File: config.mk
export PLATFORM = sky130hd
export DESIGN_NAME = fpu_issue_ctrl
export DESIGN_NICKNAME = d
export VERILOG_FILES = /design/src/rtl/core_pkg.sv /design/src/rtl/fpu_result_fifo.sv /design/src/rtl/fpu_issue_ctrl.sv
export SDC_FILE = /design/constraint.sdc
export NUM_CORES = 1
export LEC_CHECK = 0
export CORE_MARGIN = 8
export CORE_UTILIZATION = 55
export CTS_CLUSTER_SIZE = 14
export DETAILED_ROUTE_END_ITERATION = 10
export HOLD_SLACK_MARGIN = 0.12
export PLACE_DENSITY_LB_ADDON = 0.08
export SYNTH_ARGS = -nofsm -noshare
export SYNTH_HDL_FRONTEND = slang
export SYNTH_HIERARCHICAL = 1
export SYNTH_SLANG_ARGS = --single-unit
File: constraint.sdc
create_clock -name clk_i -period 4.7 [get_ports clk_i]
set_input_delay 0.94 -clock clk_i [delete_from_list [all_inputs] [get_ports clk_i]]
set_output_delay 0.94 -clock clk_i [all_outputs]
set_load 0.03 [all_outputs]
File: src/rtl/core_pkg.sv
// Shared types for the FPU issue controller slice.
//   reg_bank_mux_t    : register bank select (X integer bank / F float bank)
//   fpu_issue_state_t : issue FSM states
//   fpu_wb_entry_t    : one buffered FPU writeback (address, bank, data[, flags])
//   SCOREBOARD_W      : one pending bit per {bank, addr} pair
//   sb_idx()          : maps {bank, addr} to a scoreboard bit index
// Optional macro FPU_ISSUE_FFLAGS_EN adds exception flags to the buffered entry.
package core_pkg;

  typedef enum logic {
    REG_BANK_X = 1'b0,
    REG_BANK_F = 1'b1
  } reg_bank_mux_t;

  typedef enum logic [1:0] {
    FIS_IDLE,
    FIS_REQ,
    FIS_WAIT
  } fpu_issue_state_t;

  localparam int SCOREBOARD_W = 64;

  typedef struct packed {
    logic [4:0]    rd;
    reg_bank_mux_t bank;
    logic [31:0]   data;
`ifdef FPU_ISSUE_FFLAGS_EN
    logic [4:0]    fflags;
`endif
  } fpu_wb_entry_t;

  // F bank occupies the upper 32 bits, X bank the lower 32.
  function automatic logic [5:0] sb_idx(input reg_bank_mux_t bank, input logic [4:0] addr);
    return {bank, addr};
  endfunction

endpackage

File: src/rtl/fpu_result_fifo.sv
// Small FIFO holding FPU results until the register-file write port is free.
//   clk_i, rst_n_i : clock, asynchronous active-low reset
//   push_i/entry_i : write one entry (ignored when full)
//   pop_i          : drop the head entry (ignored when empty)
//   head_o         : current head entry (valid when !empty_o)
//   count_o        : number of stored entries
//   empty_o        : no entries stored
module fpu_result_fifo
  import core_pkg::*;
#(
  parameter int DEPTH = 2
) (
  input  logic                         clk_i,
  input  logic                         rst_n_i,
  input  logic                         push_i,
  input  fpu_wb_entry_t                entry_i,
  input  logic                         pop_i,
  output fpu_wb_entry_t                head_o,
  output logic [$clog2(DEPTH+1)-1:0]   count_o,
  output logic                         empty_o
);

  localparam int PTR_W = (DEPTH > 1) ? $clog2(DEPTH) : 1;
  localparam int CNT_W = $clog2(DEPTH + 1);
  // Pointers wrap naturally at 2**PTR_W; for DEPTH=1 the second slot is
  // never occupied at the same time as the first because count caps at 1.
  localparam int MEM_D = 1 << PTR_W;

  fpu_wb_entry_t    r_mem [MEM_D];
  logic [PTR_W-1:0] r_wr_ptr;
  logic [PTR_W-1:0] r_rd_ptr;
  logic [CNT_W-1:0] r_count;

  logic w_push;
  logic w_pop;

  assign w_push = push_i && (r_count != CNT_W'(DEPTH));
  assign w_pop  = pop_i && (r_count != '0);

  // NOTE: the data array has no reset; occupancy is tracked by the reset
  // pointers/count, so stale contents are never observed.
  always_ff @(posedge clk_i) begin
    if (w_push) r_mem[r_wr_ptr] <= entry_i;
  end

  // NOTE: sequential state uses non-blocking assignments so every register
  // samples pre-edge values regardless of statement order.
  always_ff @(posedge clk_i or negedge rst_n_i) begin
    if (!rst_n_i) begin
      r_wr_ptr <= '0;
      r_rd_ptr <= '0;
      r_count  <= '0;
    end else begin
      if (w_push) r_wr_ptr <= r_wr_ptr + 1'b1;
      if (w_pop)  r_rd_ptr <= r_rd_ptr + 1'b1;
      unique case ({w_push, w_pop})
        2'b10:   r_count <= r_count + 1'b1;
        2'b01:   r_count <= r_count - 1'b1;
        default: r_count <= r_count;
      endcase
    end
  end

  assign head_o  = r_mem[r_rd_ptr];
  assign count_o = r_count;
  assign empty_o = (r_count == '0);

endmodule

File: src/rtl/fpu_issue_ctrl.sv
// FPU issue controller: sequences multi-cycle FPU ops from ID, tracks pending
// destinations in a 64-bit X/F scoreboard, stalls ID on hazards/occupancy and
// arbitrates the register-file write port between WB and buffered FPU results.
// Ports:
//   clk_i, rst_n_i                      : clock, asynchronous active-low reset
//   fpu_req_id_i, valid_id_i, flush_i   : ID-stage request / valid / kill
//   rd_*_id_i, rs{1,2,3}_*_id_i         : ID destination and source operands
//   fpu_req_o, fpu_gnt_i                : FPU request handshake
//   fpu_rvalid_i, fpu_result_i          : FPU result pulse and data
//   reg_*_pipe_i                        : normal WB write (has priority)
//   reg_wen_o/waddr_o/wdata_o/wdst_o    : arbitrated register-file write port
//   stall_id_o, fpu_busy_o, timeout_o   : ID stall, FSM busy, sticky timeout
// Optional macro FPU_ISSUE_FFLAGS_EN adds fpu_fflags_i, fflags_clr_i and
// fflags_acc_o (flags accumulated when a result leaves the buffer).
module fpu_issue_ctrl
  import core_pkg::*;
#(
  parameter int          RESULT_BUF_DEPTH = 2,
  parameter int unsigned FPU_TIMEOUT      = 0
) (
  input  logic          clk_i,
  input  logic          rst_n_i,
  input  logic          fpu_req_id_i,
  input  logic [4:0]    rd_addr_id_i,
  input  reg_bank_mux_t rd_dst_bank_id_i,
  input  logic          rd_wen_id_i,
  input  logic [4:0]    rs1_addr_id_i,
  input  reg_bank_mux_t rs1_src_bank_id_i,
  input  logic          rs1_is_used_id_i,
  input  logic [4:0]    rs2_addr_id_i,
  input  reg_bank_mux_t rs2_src_bank_id_i,
  input  logic          rs2_is_used_id_i,
  input  logic [4:0]    rs3_addr_id_i,
  input  reg_bank_mux_t rs3_src_bank_id_i,
  input  logic          rs3_is_used_id_i,
  input  logic          valid_id_i,
  input  logic          flush_i,
  output logic          fpu_req_o,
  input  logic          fpu_gnt_i,
  input  logic          fpu_rvalid_i,
  input  logic [31:0]   fpu_result_i,
  input  logic          reg_wen_pipe_i,
  input  logic [4:0]    reg_waddr_pipe_i,
  input  logic [31:0]   reg_wdata_pipe_i,
  input  reg_bank_mux_t reg_wdst_pipe_i,
  output logic          reg_wen_o,
  output logic [4:0]    reg_waddr_o,
  output logic [31:0]   reg_wdata_o,
  output reg_bank_mux_t reg_wdst_o,
  output logic          stall_id_o,
  output logic          fpu_busy_o,
`ifdef FPU_ISSUE_FFLAGS_EN
  input  logic [4:0]    fpu_fflags_i,
  input  logic          fflags_clr_i,
  output logic [4:0]    fflags_acc_o,
`endif
  output logic          timeout_o
);

  localparam int BUF_CNT_W = $clog2(RESULT_BUF_DEPTH + 1);

  fpu_issue_state_t        r_state;
  logic [SCOREBOARD_W-1:0] r_sb;
  logic [4:0]              r_rd;
  reg_bank_mux_t           r_bank;
  logic                    r_wen;
  logic [31:0]             r_wait_cnt;
  logic                    r_timeout;

  logic                 w_rs_hazard, w_rd_hazard, w_hazard;
  logic                 w_can_issue, w_issue, w_sb_set;
  logic                 w_push, w_pop, w_flush_clr;
  logic                 w_buf_empty;
  logic [BUF_CNT_W-1:0] w_buf_count;
  fpu_wb_entry_t        w_push_entry, w_head;
  logic [5:0]           w_set_idx, w_pop_idx;

  assign w_rs_hazard = (rs1_is_used_id_i && r_sb[sb_idx(rs1_src_bank_id_i, rs1_addr_id_i)])
                    || (rs2_is_used_id_i && r_sb[sb_idx(rs2_src_bank_id_i, rs2_addr_id_i)])
                    || (rs3_is_used_id_i && r_sb[sb_idx(rs3_src_bank_id_i, rs3_addr_id_i)]);
  assign w_rd_hazard = rd_wen_id_i && r_sb[sb_idx(rd_dst_bank_id_i, rd_addr_id_i)];
  assign w_hazard    = (valid_id_i && w_rs_hazard) || w_rd_hazard;

  // Buffer headroom is reserved at issue, so the later push can never overflow.
  assign w_can_issue = (r_state == FIS_IDLE) && !w_hazard && !flush_i
                    && (w_buf_count < BUF_CNT_W'(RESULT_BUF_DEPTH));
  assign w_issue     = fpu_req_id_i && w_can_issue;

  // x0 is hardwired, so it is never marked pending.
  assign w_set_idx   = sb_idx(rd_dst_bank_id_i, rd_addr_id_i);
  assign w_sb_set    = w_issue && rd_wen_id_i
                    && !(rd_dst_bank_id_i == REG_BANK_X && rd_addr_id_i == 5'd0);
  assign w_flush_clr = (r_state == FIS_REQ) && flush_i && !fpu_gnt_i && r_wen;
  assign w_push      = (r_state == FIS_WAIT) && fpu_rvalid_i && r_wen;
  assign w_pop       = !reg_wen_pipe_i && !w_buf_empty;
  assign w_pop_idx   = sb_idx(w_head.bank, w_head.rd);

  always_comb begin
    w_push_entry      = '0;
    w_push_entry.rd   = r_rd;
    w_push_entry.bank = r_bank;
    w_push_entry.data = fpu_result_i;
`ifdef FPU_ISSUE_FFLAGS_EN
    w_push_entry.fflags = fpu_fflags_i;
`endif
  end

  fpu_result_fifo #(
    .DEPTH (RESULT_BUF_DEPTH)
  ) u_result_fifo (
    .clk_i   (clk_i),
    .rst_n_i (rst_n_i),
    .push_i  (w_push),
    .entry_i (w_push_entry),
    .pop_i   (w_pop),
    .head_o  (w_head),
    .count_o (w_buf_count),
    .empty_o (w_buf_empty)
  );

  // Pending bits: cleared when the result is written, or when a flushed
  // request never reached the FPU; set at issue.
  always_ff @(posedge clk_i or negedge rst_n_i) begin
    if (!rst_n_i) begin
      r_sb <= '0;
    end else begin
      if (w_pop)       r_sb[w_pop_idx]              <= 1'b0;
      if (w_flush_clr) r_sb[sb_idx(r_bank, r_rd)]   <= 1'b0;
      if (w_sb_set)    r_sb[w_set_idx]              <= 1'b1;
    end
  end

  always_ff @(posedge clk_i or negedge rst_n_i) begin
    if (!rst_n_i) begin
      r_state    <= FIS_IDLE;
      r_rd       <= '0;
      r_bank     <= REG_BANK_X;
      r_wen      <= 1'b0;
      r_wait_cnt <= '0;
      r_timeout  <= 1'b0;
    end else begin
      unique case (r_state)
        FIS_IDLE: begin
          if (w_issue) begin
            r_rd    <= rd_addr_id_i;
            r_bank  <= rd_dst_bank_id_i;
            r_wen   <= rd_wen_id_i;
            r_state <= fpu_gnt_i ? FIS_WAIT : FIS_REQ;
          end
        end
        FIS_REQ: begin
          // A grant in the flush cycle means the FPU already owns the op.
          if (fpu_gnt_i)    r_state <= FIS_WAIT;
          else if (flush_i) r_state <= FIS_IDLE;
        end
        FIS_WAIT: begin
          if (fpu_rvalid_i) r_state <= FIS_IDLE;
        end
        default: r_state <= FIS_IDLE;
      endcase

      if (FPU_TIMEOUT != 0 && r_state == FIS_WAIT && !fpu_rvalid_i) begin
        if (r_wait_cnt == 32'(FPU_TIMEOUT - 1)) r_timeout <= 1'b1;
        if (!r_timeout) r_wait_cnt <= r_wait_cnt + 32'd1;
      end else begin
        r_wait_cnt <= '0;
      end
    end
  end

  assign fpu_req_o  = w_issue || (r_state == FIS_REQ);
  assign fpu_busy_o = (r_state != FIS_IDLE);
  assign timeout_o  = r_timeout;
  assign stall_id_o = (valid_id_i && w_hazard)
                   || (fpu_req_id_i && !w_can_issue)
                   || (w_issue && !fpu_gnt_i);

  // NOTE: every output gets a default first so no path through the block
  // leaves a signal unassigned and infers a latch.
  always_comb begin
    reg_wen_o   = 1'b0;
    reg_waddr_o = '0;
    reg_wdata_o = '0;
    reg_wdst_o  = REG_BANK_X;
    if (reg_wen_pipe_i) begin
      reg_wen_o   = 1'b1;
      reg_waddr_o = reg_waddr_pipe_i;
      reg_wdata_o = reg_wdata_pipe_i;
      reg_wdst_o  = reg_wdst_pipe_i;
    end else if (!w_buf_empty) begin
      reg_wen_o   = 1'b1;
      reg_waddr_o = w_head.rd;
      reg_wdata_o = w_head.data;
      reg_wdst_o  = w_head.bank;
    end
  end

`ifdef FPU_ISSUE_FFLAGS_EN
  logic [4:0] r_fflags_acc;

  // Flags become architecturally visible with the result write, not at rvalid.
  always_ff @(posedge clk_i or negedge rst_n_i) begin
    if (!rst_n_i)          r_fflags_acc <= '0;
    else if (fflags_clr_i) r_fflags_acc <= w_pop ? w_head.fflags : 5'd0;
    else if (w_pop)        r_fflags_acc <= r_fflags_acc | w_head.fflags;
  end

  assign fflags_acc_o = r_fflags_acc;
`endif

  // WAW hazards stall issue, so a register cannot be set and retired together.
  sb_no_set_clr_same: assert property (@(posedge clk_i) disable iff (!rst_n_i)
    !(w_sb_set && w_pop && (w_set_idx == w_pop_idx)));

endmodule

After elaboration in Yosys (flattened, before gate mapping)
Memory sizes are Yosys's and may differ from the RTL's.
Index checks and enable logic that the tools add are counted.
Storage, ports and cells
  output and inout bits: 43
  input bits: 106
  memories kept: 1
  word-level logic and storage cells: 118
  latch bits: 0
  memory bits (writable): 76
  bits in read-only memories: 0
  register bits: 77
Memories
  u_result_fifo.r_mem: depth 2, bits a word 38, rd ports 1, clocked after Yosys merged registers in 0, write ports 1, RTL line fpu_result_fifo.sv:29  | fpu_wb_entry_t r_mem [MEM_D];
Cells by class
  eq/ne operators: 8
  add/sub/neg operators: 4
  bitwise gates (word level): 6
  multiplexer cells: 34
  $mul: 0
  shift-type cells: 0
  divide/modulo/power cells: 0
  magnitude comparators: 10
  reductions and logical operators: 47
Operators by type and width (count)
  $mux W64: 3
  $and A64 B64 Y64: 2
  $not A64 Y64: 2
  $mux W32: 2
  $or A64 B64 Y64: 1
  $lt A6 B7 Y1 const B: 6
  $logic_and A1 B1 Y1: 26
  $bmux W1 S6: 4
  $demux W1 S6: 3
  $ge A6 B1 Y1 const B: 3
  $mux W1: 13
  $mux W2: 5
  $mux W5: 2
  $logic_not A1 Y1: 7
  $logic_or A1 B1 Y1: 6
  $ne A2 B2 Y1 const B: 3
  $pmux W2 S3: 1
  $reduce_bool A2 Y1: 3
  $logic_not A5 Y1: 1
  $eq A2 B1 Y1 const B: 2
  $eq A2 B2 Y1 const B: 2
  $logic_not A2 Y1: 2
  $pmux W2 S2: 1
  $ne A3 B3 Y1 const B: 1
  7 further kinds: 8

Logic depth before layout (Yosys ltp)
Gate-level depths: netlist of the first run.
  depth after elaboration: 15
  mapped depth: 12
  mapped depth without buffers: 8

Modules after synthesis
The synthesis of the first run kept the hierarchy.
Modules (own cells, without submodules)
  fpu_issue_ctrl: times used 1, area each 6236.0 um^2, cells an instance 582, seq. area each 1826.8 um^2
  fpu_result_fifo: times used 1, area each 2976.6 um^2, cells an instance 136, seq. area each 2382.3 um^2

Worst setup path before layout of the first run
Ideal clock, no wire load.
  kind: input port to output port
  from: in rs2_addr_id_i[1]
  to: out fpu_req_o
  data required time: 3.760 ns
  cell stages on the path: 11
  path slack: 0.499 ns
  arrival: 3.261 ns
  path buffers: 3
  cells stage by stage: buf_2 > buf_2 > mux4_2 > mux2i_1 > mux2i_1 > o2111ai_1 > nand3_1 > o31ai_4 > nand2_2 > buf_2 > nand2_1
Between the ends
  cells in the longest elaborated chain, start to end: 13
Ends and longest elaborated chain
  start, declared: RTL line fpu_issue_ctrl.sv:30  | input logic [4:0] rs2_addr_id_i,
  $bmux W1 S6: RTL line fpu_issue_ctrl.sv:79  | || (rs2_is_used_id_i && r_sb[sb_idx(rs2_src_bank_id_i, rs2_addr_id_i)])
  $mux W1 (implied by the code): RTL line fpu_issue_ctrl.sv:79
  $logic_and A1 B1 Y1: RTL line fpu_issue_ctrl.sv:79
  $logic_or A1 B1 Y1: RTL line fpu_issue_ctrl.sv:79
  $logic_or A1 B1 Y1: RTL line fpu_issue_ctrl.sv:80  | || (rs3_is_used_id_i && r_sb[sb_idx(rs3_src_bank_id_i, rs3_addr_id_i)]);
  $logic_and A1 B1 Y1: RTL line fpu_issue_ctrl.sv:82  | assign w_hazard = (valid_id_i && w_rs_hazard) || w_rd_hazard;
  $logic_or A1 B1 Y1: RTL line fpu_issue_ctrl.sv:82
  $logic_not A1 Y1: RTL line fpu_issue_ctrl.sv:85  | assign w_can_issue = (r_state == FIS_IDLE) && !w_hazard && !flush_i
  $logic_and A1 B1 Y1 (2 in a row): RTL line fpu_issue_ctrl.sv:85
  $logic_and A1 B1 Y1: RTL line fpu_issue_ctrl.sv:86  | && (w_buf_count < BUF_CNT_W'(RESULT_BUF_DEPTH));
  $logic_and A1 B1 Y1: RTL line fpu_issue_ctrl.sv:87  | assign w_issue = fpu_req_id_i && w_can_issue;
  $logic_or A1 B1 Y1: RTL line fpu_issue_ctrl.sv:171  | assign fpu_req_o = w_issue || (r_state == FIS_REQ);
  end, declared: RTL line fpu_issue_ctrl.sv:38  | output logic fpu_req_o,
No other way between the ends. The select of a mux whose other input is x is not followed.

Worst setup path after layout of the first run
  from: in rs1_addr_id_i[0]
  to: out stall_id_o
Between the ends
  cells in the longest elaborated chain, start to end: 15
  elaborated cells on any way between the ends: 18
  classes of those cells: mux (2); reduce/logical (16)
Ends and longest elaborated chain
  start, declared: RTL line fpu_issue_ctrl.sv:27  | input logic [4:0] rs1_addr_id_i,
  $bmux W1 S6 *: RTL line fpu_issue_ctrl.sv:78  | assign w_rs_hazard = (rs1_is_used_id_i && r_sb[sb_idx(rs1_src_bank_id_i, rs1_addr_id_i)])
  $mux W1 (implied by the code) *: RTL line fpu_issue_ctrl.sv:78
  $logic_and A1 B1 Y1 *: RTL line fpu_issue_ctrl.sv:78
  $logic_or A1 B1 Y1 *: RTL line fpu_issue_ctrl.sv:79
  $logic_or A1 B1 Y1 *: RTL line fpu_issue_ctrl.sv:80
  $logic_and A1 B1 Y1 *: RTL line fpu_issue_ctrl.sv:82
  $logic_or A1 B1 Y1 *: RTL line fpu_issue_ctrl.sv:82
  $logic_not A1 Y1: RTL line fpu_issue_ctrl.sv:85
  $logic_and A1 B1 Y1 (2 in a row): RTL line fpu_issue_ctrl.sv:85
  $logic_and A1 B1 Y1: RTL line fpu_issue_ctrl.sv:86
  $logic_not A1 Y1: RTL line fpu_issue_ctrl.sv:175  | || (fpu_req_id_i && !w_can_issue)
  $logic_and A1 B1 Y1: RTL line fpu_issue_ctrl.sv:175
  $logic_or A1 B1 Y1: RTL line fpu_issue_ctrl.sv:175
  $logic_or A1 B1 Y1 *: RTL line fpu_issue_ctrl.sv:176  | || (w_issue && !fpu_gnt_i);
  end, declared: RTL line fpu_issue_ctrl.sv:50  | output logic stall_id_o,
Mark *: on every way between the ends. The rest lies on a longest branch, timed or not. The select of a mux whose other input is x is not followed.

==> results of run 1 <==
[through the flow]
stage	utilization [%]	power [mW]	instances	setup TNS (ns)	hold slack (ns)
2_1_floorplan	-	2.700	718	0	0.4402
3_3_place_gp	67.53	3.214	1071	-0.04563	0.4910
3_5_place_dp	67.53	3.263	1071	-0.1463	0.5197
4_1_cts	70.95	4.556	1103	0	0.5379
5_1_grt	71.00	4.744	1103	0	0.5693
6_report	71.00	4.572	1103	0	0.5340
[synth_stat cells (all sizes together), types with 2 or more instances]
cell / instances
o211ai: 2
nand2b: 11
xnor2: 4
mux2: 52
nand4: 2
mux4: 53
o221ai: 63
edfxtp: 76
or2: 2
nor3: 2
a31oi: 3
a22o: 32
a221o: 2
o311ai: 2
nor4: 2
buf: 35
or3: 14
o22ai: 4
or3b: 7
o22a: 2
o2111ai: 4
inv: 5
and3: 2
a21oi: 8
nor2b: 10
a221oi: 4
clkbuf: 31
mux2i: 31
nand3b: 18
dfrtp: 77
nand4b: 2
nor2: 16
o31ai: 65
nand3: 19
a22oi: 3
nand2: 32
o21ai: 10
[power groups by stage]
| stage | sequential [mW] | clock (mW) | combinational, mW |
|---|---|---|---|
| 2_1_floorplan | 1.64 | 0 | 1.06 |
| 4_1_cts | 1.74 | 1.31 | 1.51 |
| 3_5_place_dp | 1.76 | 0 | 1.50 |
| 6_report | 1.75 | 1.29 | 1.52 |
| 3_3_place_gp | 1.75 | 0 | 1.46 |
| 5_1_grt | 1.76 | 1.36 | 1.62 |
[worst paths after layout]
check	endpoint	slack [ns]	depth (start not counted)
max	stall_id_o	0.18	9
min	r_state[1]	0.53	1
max reg2reg	r_rd[4]	1.44	10
min reg2reg	r_state[1]	0.53	1
max in group asynchronous	u_result_fifo/r_rd_ptr	3.33	1
min in group asynchronous	r_sb[11]	0.69	1
[kinds of logic after synthesis]
group,after synthesis
AO/OA/AOI/OAI,210
flip-flops,153
buffers and inverters,71
XOR/XNOR,5
adder cells (fa/ha/maj),1
other,1
AND/OR/NAND/NOR,141
multiplexers,136
[area by class of cell]
class	instances	area, sq um
Timing Repair Buffer	199	1913
Clock buffer	17	425.4
Inverter	5	18.77
Multi-Input combinational cell	494	4708
Fill cell	1156	4776
Tap cell	220	275.3
Sequential cell	153	4210
Clock inverter	15	138.9
[layer usage]
| metal | global-route usage, % | share of wire (%) | vias to the layer above | wire length [um] |
|---|---|---|---|---|
| met5 | 0 | 0 | - | 0 |
| met3 | 10.39 | 12 | 90 | 3640 |
| met4 | 9.578 | 2.8 | 0 | 818 |
| met2 | 42.01 | 46 | 557 | 13450 |
| met1 | 35.11 | 39 | 3857 | 11420 |
| li1 | - | - | 3309 | - |
[flip-flops by register name, indices dropped and copies added (netlist names)]
name,flops
u_result_fifo/count_o,2
r_wen,1
r_rd,5
u_result_fifo/r_rd_ptr,1
u_result_fifo/r_wr_ptr,1
r_sb,64
u_result_fifo/r_mem,76
r_state,2
r_bank,1
==> impl_metrics.yaml, run 1 <==
sta:
  fmax_mhz: 221.5
  setup_viol: 0
  fin_crit_ns: 4.515
  tightestPinTransition_ns: 1.132
  period_share_pct: 96.07
  max_slew_margin_pct: 24.37
  layout_setup_ws_ns: 0.1849
  drv_slew: 0
  hold_violations: 0
  skew_ns: 0.007369
  rsz0062_at_grt: "false"
floorplanning:
  core_area_sq_mm: 0.01647
  die_area_sq_mm: 0.02115
  fp-row-count: 47
  pin_count: 149
  initial_utilization_pct: 55.95
  die_h_um: 145.4
  fp.dieW_um: 145.4
grt:
  grt_util_all_layers_pct: 27.44
  overflow: 0
  grt_pass1_vias: 7919
  grt_pass1_wl_mm: 45.31
  antenna_found_initial: 0
  grt_max_degree: 78
final_layout:
  diodes: 0
  design_area_sq_mm: 0.01169
  layout_commonest_cell: "clkdlybuf4s50_1"
  area_growth_pct: 26.89
  final_nets: 977
  layout_common_cells: "143 x clkdlybuf4s50_1, 76 x dfrtp_1, 76 x edfxtp_1"
  drive_gt1_share_pct: 23.90
synthesis:
  synth_compound_area_share_pct: 18.35
  ys_ff_latch: 153
  netlist_top_cells_area: "edfxtp_1 25%, dfrtp_1 21%, mux4_2 13%, o221ai_1 6.0%, o31ai_1 5.2%"
  async_flop_share_pct: 50.33
  synth_top_area_cell: "edfxtp_1"
  synth_mux_area_share_pct: 23.25
  synth_fa_ha_area_share_pct: 0.1358
  synth-edff-count: 76
  syn_inst: 718
  synthSimpleGateAreaFrac_pct: 8.583
  synthXorXnorAreaFrac_pct: 0.4753
  syn_nets: 825
  netlist_area_sq_mm: 0.009213
  synth_warnings: 8
  synthFlopType: "dfrtp_1"
  synth_cell_types: 56
  ys_seq_area_share_pct: 45.69
  syn_area_per_cell_sq_um: 12.83
  synth.top_cell.area_share_pct: 24.77
  synth_top_family_by_area: "multiplexers"
min_path:
  min_from: "r_state[1]"
  hold_path.class: "register to register"
pwr:
  switching_power_mw: 1.641
  p_int_mw: 2.931
  pwr-share-comb_pct: 33.3
  p_sw_share_pct: 35.89
  peakVddDrop_uv: 247.7
  leakagePower_nw: 4.285
  seqPwrFrac_pct: 38.4
  clockPowerShare_pct: 28.3
  power.density_mw_per_mm2: 391.1
detailed_routing:
  wire_per_inst_um: 26.59
  vias: 7813
  drc: 0
  drt-total-wl_mm: 29.33
  routed_via_density: 7.083
  drtAntennaViolNets: 0
  drtIter0Drc: 923
  firstDrtPassIters: 5
worst_setup_path:
  crit_type: "primary input to output pin"
  end_kind: "output pin"
  arrival_ns: 3.58
  cp_max_fo: 9
  crit_chain: "clkdlybuf4s50_1 > buf_12 > mux4_2 > mux2_2 > o311ai_1 > nand3_1 > o31ai_4 > nand2_1 > dlygate4sd2_1"
  crit_buf_inv: 3
  critPathTopFamily: "buffers and inverters"
  slowest_delay_ns: 0.58
  cp-startpoint: "rs1_addr_id_i[0]"
  slowest_stage: "clkdlybuf4s50_1"
  critPathLaunchType: "primary input"
  r2r_start: "r_sb[4]"
  required_ns: 3.76
flow_run:
  max_cap_viol_count: 0
clocking:
  h-tree-depth: 4
  clockBufferDepth: 2
  cts.sinks: 153
  cts.clk_slew.worst_paths_ns: 0.06
  ctsHoldBuffers: 0
  cts_tree: "built"
  cts_buffers: 17
  cts_resized: 1
  clk_latency_ns: 0.43
  post_cts_buffers: 0
  cts-root-buf: "clkbuf_16"
placed_design:
  dp_hpwl_mm: 21.84
  dpl_worst_slack_ns: -0.1463
  gp_congestion: 0.9758
  port_buffers: 147
  postPlaceCellArea_sq_mm: 0.01112
run_status:
  status: "completed"
(Power assumes the default switching activity.)
==> run 2: changes to the inputs <==
Settings changed: CORE_UTILIZATION 55 to 59.
Clock period 4.7 ns to 5.45 ns, I/O delays scaled along.
==> run 2 against run 1 <==
  * Clock power decreased by 9%
  * Count of clock-buffer cells in the layout up 2
  * Die area down 6.0%
  * Utilization is 3.8 points higher
  * Largest cell class unchanged
  * Combinational power down 18%
  * Via count is 1.3% lower
  * Sequential share of layout area is 0.90 points higher
  * Critical path depth stayed put
  * Wire length is 1.5% lower
  * Highest routed layer unchanged
  * Design area decreased by 2.4%
  * Global-route usage up 1.5 points
  * Hold slack gained 0.0059 ns
==> impl_metrics.yaml, run 2 (synthesis gave the netlist of run 1 again) <==
run_status:
  status: "completed"
final_layout:
  fillers: 948
  final_nets: 949
  largest_reg_flops: 76
  layout_commonest_cell: "clkdlybuf4s50_1"
  regMostFlops: "u_result_fifo/r_mem"
  diodes: 0
  reg_top3: "u_result_fifo/r_mem: 76 flops, r_sb: 64 flops, r_rd: 5 flops"
  drive_gt1_share_pct: 21.05
  area_growth_pct: 23.81
  layout_common_cells: "143 x clkdlybuf4s50_1, 76 x dfrtp_1, 76 x edfxtp_1"
clocking:
  clockBufferDepth: 2
  h-tree-depth: 4
  cts-root-buf: "clkbuf_16"
  ctsHoldBuffers: 0
  cts_tree: "built"
  cts_resized: 0
  clk_latency_ns: 0.43
  cts.clk_slew.worst_paths_ns: 0.06
  cts.sinks: 153
  post_cts_buffers: 0
  cts_buffers: 17
placed_design:
  port_buffers: 147
  gp_congestion: 0.9963
  dp_hpwl_mm: 21.51
sta:
  fin_worst_hold_slack_ns: 0.5399
  fin_crit_ns: 5.139
  skew_ns: 0.009833
  rsz0062_at_grt: "false"
  drv_slew: 0
  fmax_mhz: 194.6
  max_slew_margin_pct: 19.43
  period_share_pct: 94.29
  tns_ns: 0
  tightestPinTransition_ns: 1.206
  setup_viol: 0
  hold_violations: 0
grt:
  grt_pass1_wl_mm: 44.35
  grt_max_degree: 78
  overflow: 0
  grt_util_all_layers_pct: 28.95
  antenna_found_initial: 0
  grt_pass1_vias: 7705
floorplanning:
  fp.dieW_um: 141.0
  die_area_sq_mm: 0.01987
  core_area_sq_mm: 0.01526
  die_h_um: 141.0
  pin_count: 149
  initial_utilization_pct: 60.38
  fp-row-count: 45
detailed_routing:
  firstDrtPassIters: 6
  drtIter0Drc: 1087
  drt-total-wl_mm: 28.90
  drtAntennaViolNets: 0
  vias: 7711
  drc: 0
  routed_via_density: 7.234
  wire_per_inst_um: 27.11
min_path:
  min_from: "r_rd[0]"
  hold_path.class: "register to register"
worst_setup_path:
  crit_chain: "clkdlybuf4s50_1 > mux4_2 > mux2_2 > o311ai_0 > nand3_1 > o31ai_4 > nand2_2 > nand2_1 > buf_4"
  slowest_stage: "clkdlybuf4s50_1"
  r2r_start: "r_sb[6]"
  slowest_delay_ns: 0.85
  crit_type: "primary input to output pin"
  cp_max_fo: 8
  critPathLaunchType: "primary input"
  required_ns: 4.36
  end_kind: "output pin"
  cp-startpoint: "rs1_addr_id_i[0]"
  arrival_ns: 4.05
  critPathTopFamily: "buffers and inverters"
  crit_buf_inv: 2
flow_run:
  max_cap_viol_count: 0
pwr:
  power.density_mw_per_mm2: 347.6
  leakagePower_nw: 4.111
  peakVddDrop_uv: 371.5
  power.total_mw: 3.965
-- run 2: worst paths after layout --
| path | end | slack [ns] | cells past startpoint |
|---|---|---|---|
| worst max-delay path | fpu_req_o | 0.31 | 9 |
| worst min-delay path | u_result_fifo/r_mem[1][33] | 0.54 | 0 |
| worst max register to register | r_rd[4] | 2.14 | 8 |
| worst min register to register | u_result_fifo/r_mem[1][33] | 0.54 | 0 |
| max in group asynchronous | u_result_fifo/r_rd_ptr | 3.86 | 2 |
| min in group asynchronous | r_sb[12] | 0.89 | 2 |
-- run 2: cell type report --
| class | count | area [sq um] | share of cell area (%) |
|---|---|---|---|
| inverters | 5 | 18.77 | 0.1645 |
| well taps | 211 | 264.0 | 2.315 |
| repair buffers | 171 | 1637 | 14.35 |
| clock inverters | 13 | 142.6 | 1.251 |
| clock buffers | 19 | 432.9 | 3.796 |
| multi-input cells | 494 | 4701 | 41.21 |
| flip-flops and latches | 153 | 4210 | 36.91 |
-- run 2: through the flow --
step | instances | area, sq um | utilization (%) | worst slack [ns]
after floorplan | 718 | 9213 | - | 0.9494
after global placement | 1034 | 10830 | 70.98 | 0.2814
after detailed placement | 1034 | 10830 | 70.98 | 0.3095
after CTS | 1066 | 11410 | 74.75 | 0.2721
after global routing | 1066 | 11410 | 74.75 | 0.1440
final | 1066 | 11410 | 74.75 | 0.3110
-- run 2: per-layer routing --
layer | global-route usage (%) | routed length, um | vias up
met2 | 45.73 | 13570 | 541
met5 | 0 | 0 | -
met1 | 37.37 | 11260 | 3856
met3 | 8.913 | 3355 | 69
li1 | - | - | 3245
met4 | 9.615 | 711 | 0
-- run 2: power breakdown --
part | switching [mW] | leakage [nW] | internal [mW]
combinational | 0.658 | 2.11 | 0.581
sequential | 0.230 | 1.73 | 1.33
clock | 0.490 | 0.270 | 0.678
total | 1.38 | 4.11 | 2.59
==> run 3: changes to the inputs <==
Settings changed: CORE_UTILIZATION 59 to 65, DONT_BUFFER_PORTS set to 1, PLACE_DENSITY set to 0.81, PLACE_DENSITY_LB_ADDON 0.08 to unset.
==> run 3 against run 2 <==
  * Die area decreased by 8.2%
  * Setup slack improved by 0.80 ns
  * Via count decreased by 8.3%
  * Flip-flop and latch count unchanged
  * Sequential power about the same
==> impl_metrics.yaml, run 3 (synthesis gave the netlist of run 1 again) <==
pwr:
  peakVddDrop_uv: 396.7
  power.density_mw_per_mm2: 378.6
  leakagePower_nw: 3.460
  power.total_mw: 3.702
final_layout:
  regMostFlops: "u_result_fifo/r_mem"
  reg_top3: "u_result_fifo/r_mem: 76 flops, r_sb: 64 flops, r_rd: 5 flops"
  design_area_sq_mm: 0.009778
  area_growth_pct: 6.139
  drive_gt1_share_pct: 22.85
  final_cells: 867
  diodes: 0
  layout_common_cells: "76 x dfrtp_1, 76 x edfxtp_1, 64 x o31ai_1"
  fillers: 935
  final_nets: 781
  largest_reg_flops: 76
sta:
  hold_violations: 0
  fmax_mhz: 230.6
  period_share_pct: 79.58
  rsz0062_at_grt: "false"
  max_slew_margin_pct: 23.26
  drv_slew: 0
  fin_crit_ns: 4.337
  tns_ns: 0
  layout_setup_ws_ns: 1.113
  skew_ns: 0.008426
  tightestPinTransition_ns: 1.148
  setup_viol: 0
detailed_routing:
  drc: 0
  vias: 7070
  firstDrtPassIters: 6
  wire_per_inst_um: 30.60
  drtIter0Drc: 949
  routed_via_density: 8.155
  drt-total-wl_mm: 26.53
  drtAntennaViolNets: 0
worst_setup_path:
  r2r_end: "r_rd[4]"
  r2r_cells: 9
  required_ns: 4.36
  r2r_start: "r_sb[37]"
  crit_end: "fpu_req_o"
  cp-startpoint: "rd_addr_id_i[1]"
  crit_type: "primary input to output pin"
  arrival_ns: 3.25
  rrSetupSlack_ns: 2.20
  cp_max_fo: 28
  critPathLaunchType: "primary input"
  end_kind: "output pin"
placed_design:
  placed_cells: 835
  port_buffers: 0
  dpl_worst_slack_ns: 1.158
  dp_hpwl_mm: 19.09
  gp_congestion: 1.001
  postPlaceCellArea_sq_mm: 0.009178
floorplanning:
  initial_utilization_pct: 66.37
  die_area_sq_mm: 0.01824
  pin_count: 149
  fp-row-count: 43
  die_h_um: 135.1
  core_area_sq_mm: 0.01388
  fp.dieW_um: 135.1
clocking:
  ctsHoldBuffers: 0
  cts.sinks: 153
  clockBufferDepth: 2
  h-tree-depth: 4
  cts-root-buf: "clkbuf_16"
  clk_latency_ns: 0.43
  post_cts_buffers: 0
  cts_tree: "built"
  cts_buffers: 17
  cts.clk_slew.worst_paths_ns: 0.06
  cts_resized: 0
grt:
  gr-max-usage-layer: "met2"
  grt_pass1_wl_mm: 40.60
  grt_pass1_vias: 7003
  grt_use_met2_pct: 44.37
  grt_util_all_layers_pct: 29.31
  met3_usage_pct: 10.25
  overflow: 0
  grt_max_degree: 78
  met1_usage_pct: 38.02
  antenna_found_initial: 1
min_path:
  hold_path.class: "primary input to async pin"
run_status:
  status: "completed"
flow_run:
  max_cap_viol_count: 0
-- run 3: cell types whose count changed in the layout (fill, tap and decap cells not counted), moves of 2 or more --
| cell | change |
|---|---|
| buf_2 | -2 |
| buf_4 | -23 |
| inv_8 | +2 |
| clkdlybuf4s50_1 | -143 |
-- run 3: per-layer routing --
layer / up-vias / part of all wire, %
li1: 2909 / -
met5: - / 0.049
met4: 2 / 2.8
met1: 3523 / 37
met2: 560 / 46
met3: 76 / 14
-- run 3: critical path, stage by stage --
cell and delay [ns]:
mux2_2 0.31, a221o_1 0.30, a21oi_1 0.13, o22ai_1 0.10, o41ai_1 0.65, and3_1 0.29, nand2_2 0.07, nand2_1 0.29
-- run 3: area by class of cell --
class	instances	area, sq um	share of cell area, %
Tap cell	180	225.2	2.303
Timing Repair Buffer	3	22.52	0.2303
Multi-Input combinational cell	494	4701	48.07
Clock inverter	13	157.7	1.612
Inverter	5	18.77	0.1919
Sequential cell	153	4210	43.06
Clock buffer	19	442.9	4.530
-- run 3: power by group --
group / internal [mW] / switching [mW] / leakage [nW]
Sequential: 1.33 / 0.227 / 1.73
Combinational: 0.396 / 0.564 / 1.44
Clock: 0.701 / 0.486 / 0.291
Total: 2.42 / 1.28 / 3.46
-- run 3: how the worst min path moves through the flow --
stage	from	endpoint	cells past startpoint
6_report	rst_n_i	r_sb[12]	0
5_1_grt	rst_n_i	r_sb[12]	0
4_1_cts	rst_n_i	r_rd[0]	0
3_5_place_dp	r_state[1]	r_state[1]	1
3_3_place_gp	r_rd[0]	u_result_fifo/r_mem[1][33]	0
2_1_floorplan	r_bank	u_result_fifo/r_mem[0][32]	0
-- run 3: per-stage QoR --
stage	util, %	hold slack, ns
floorplan	-	0.4402
finish	70.44	0.3566
detailed placement	66.12	0.5105
global route	70.44	0.3412
CTS	70.44	0.3447
global placement	66.12	0.4912
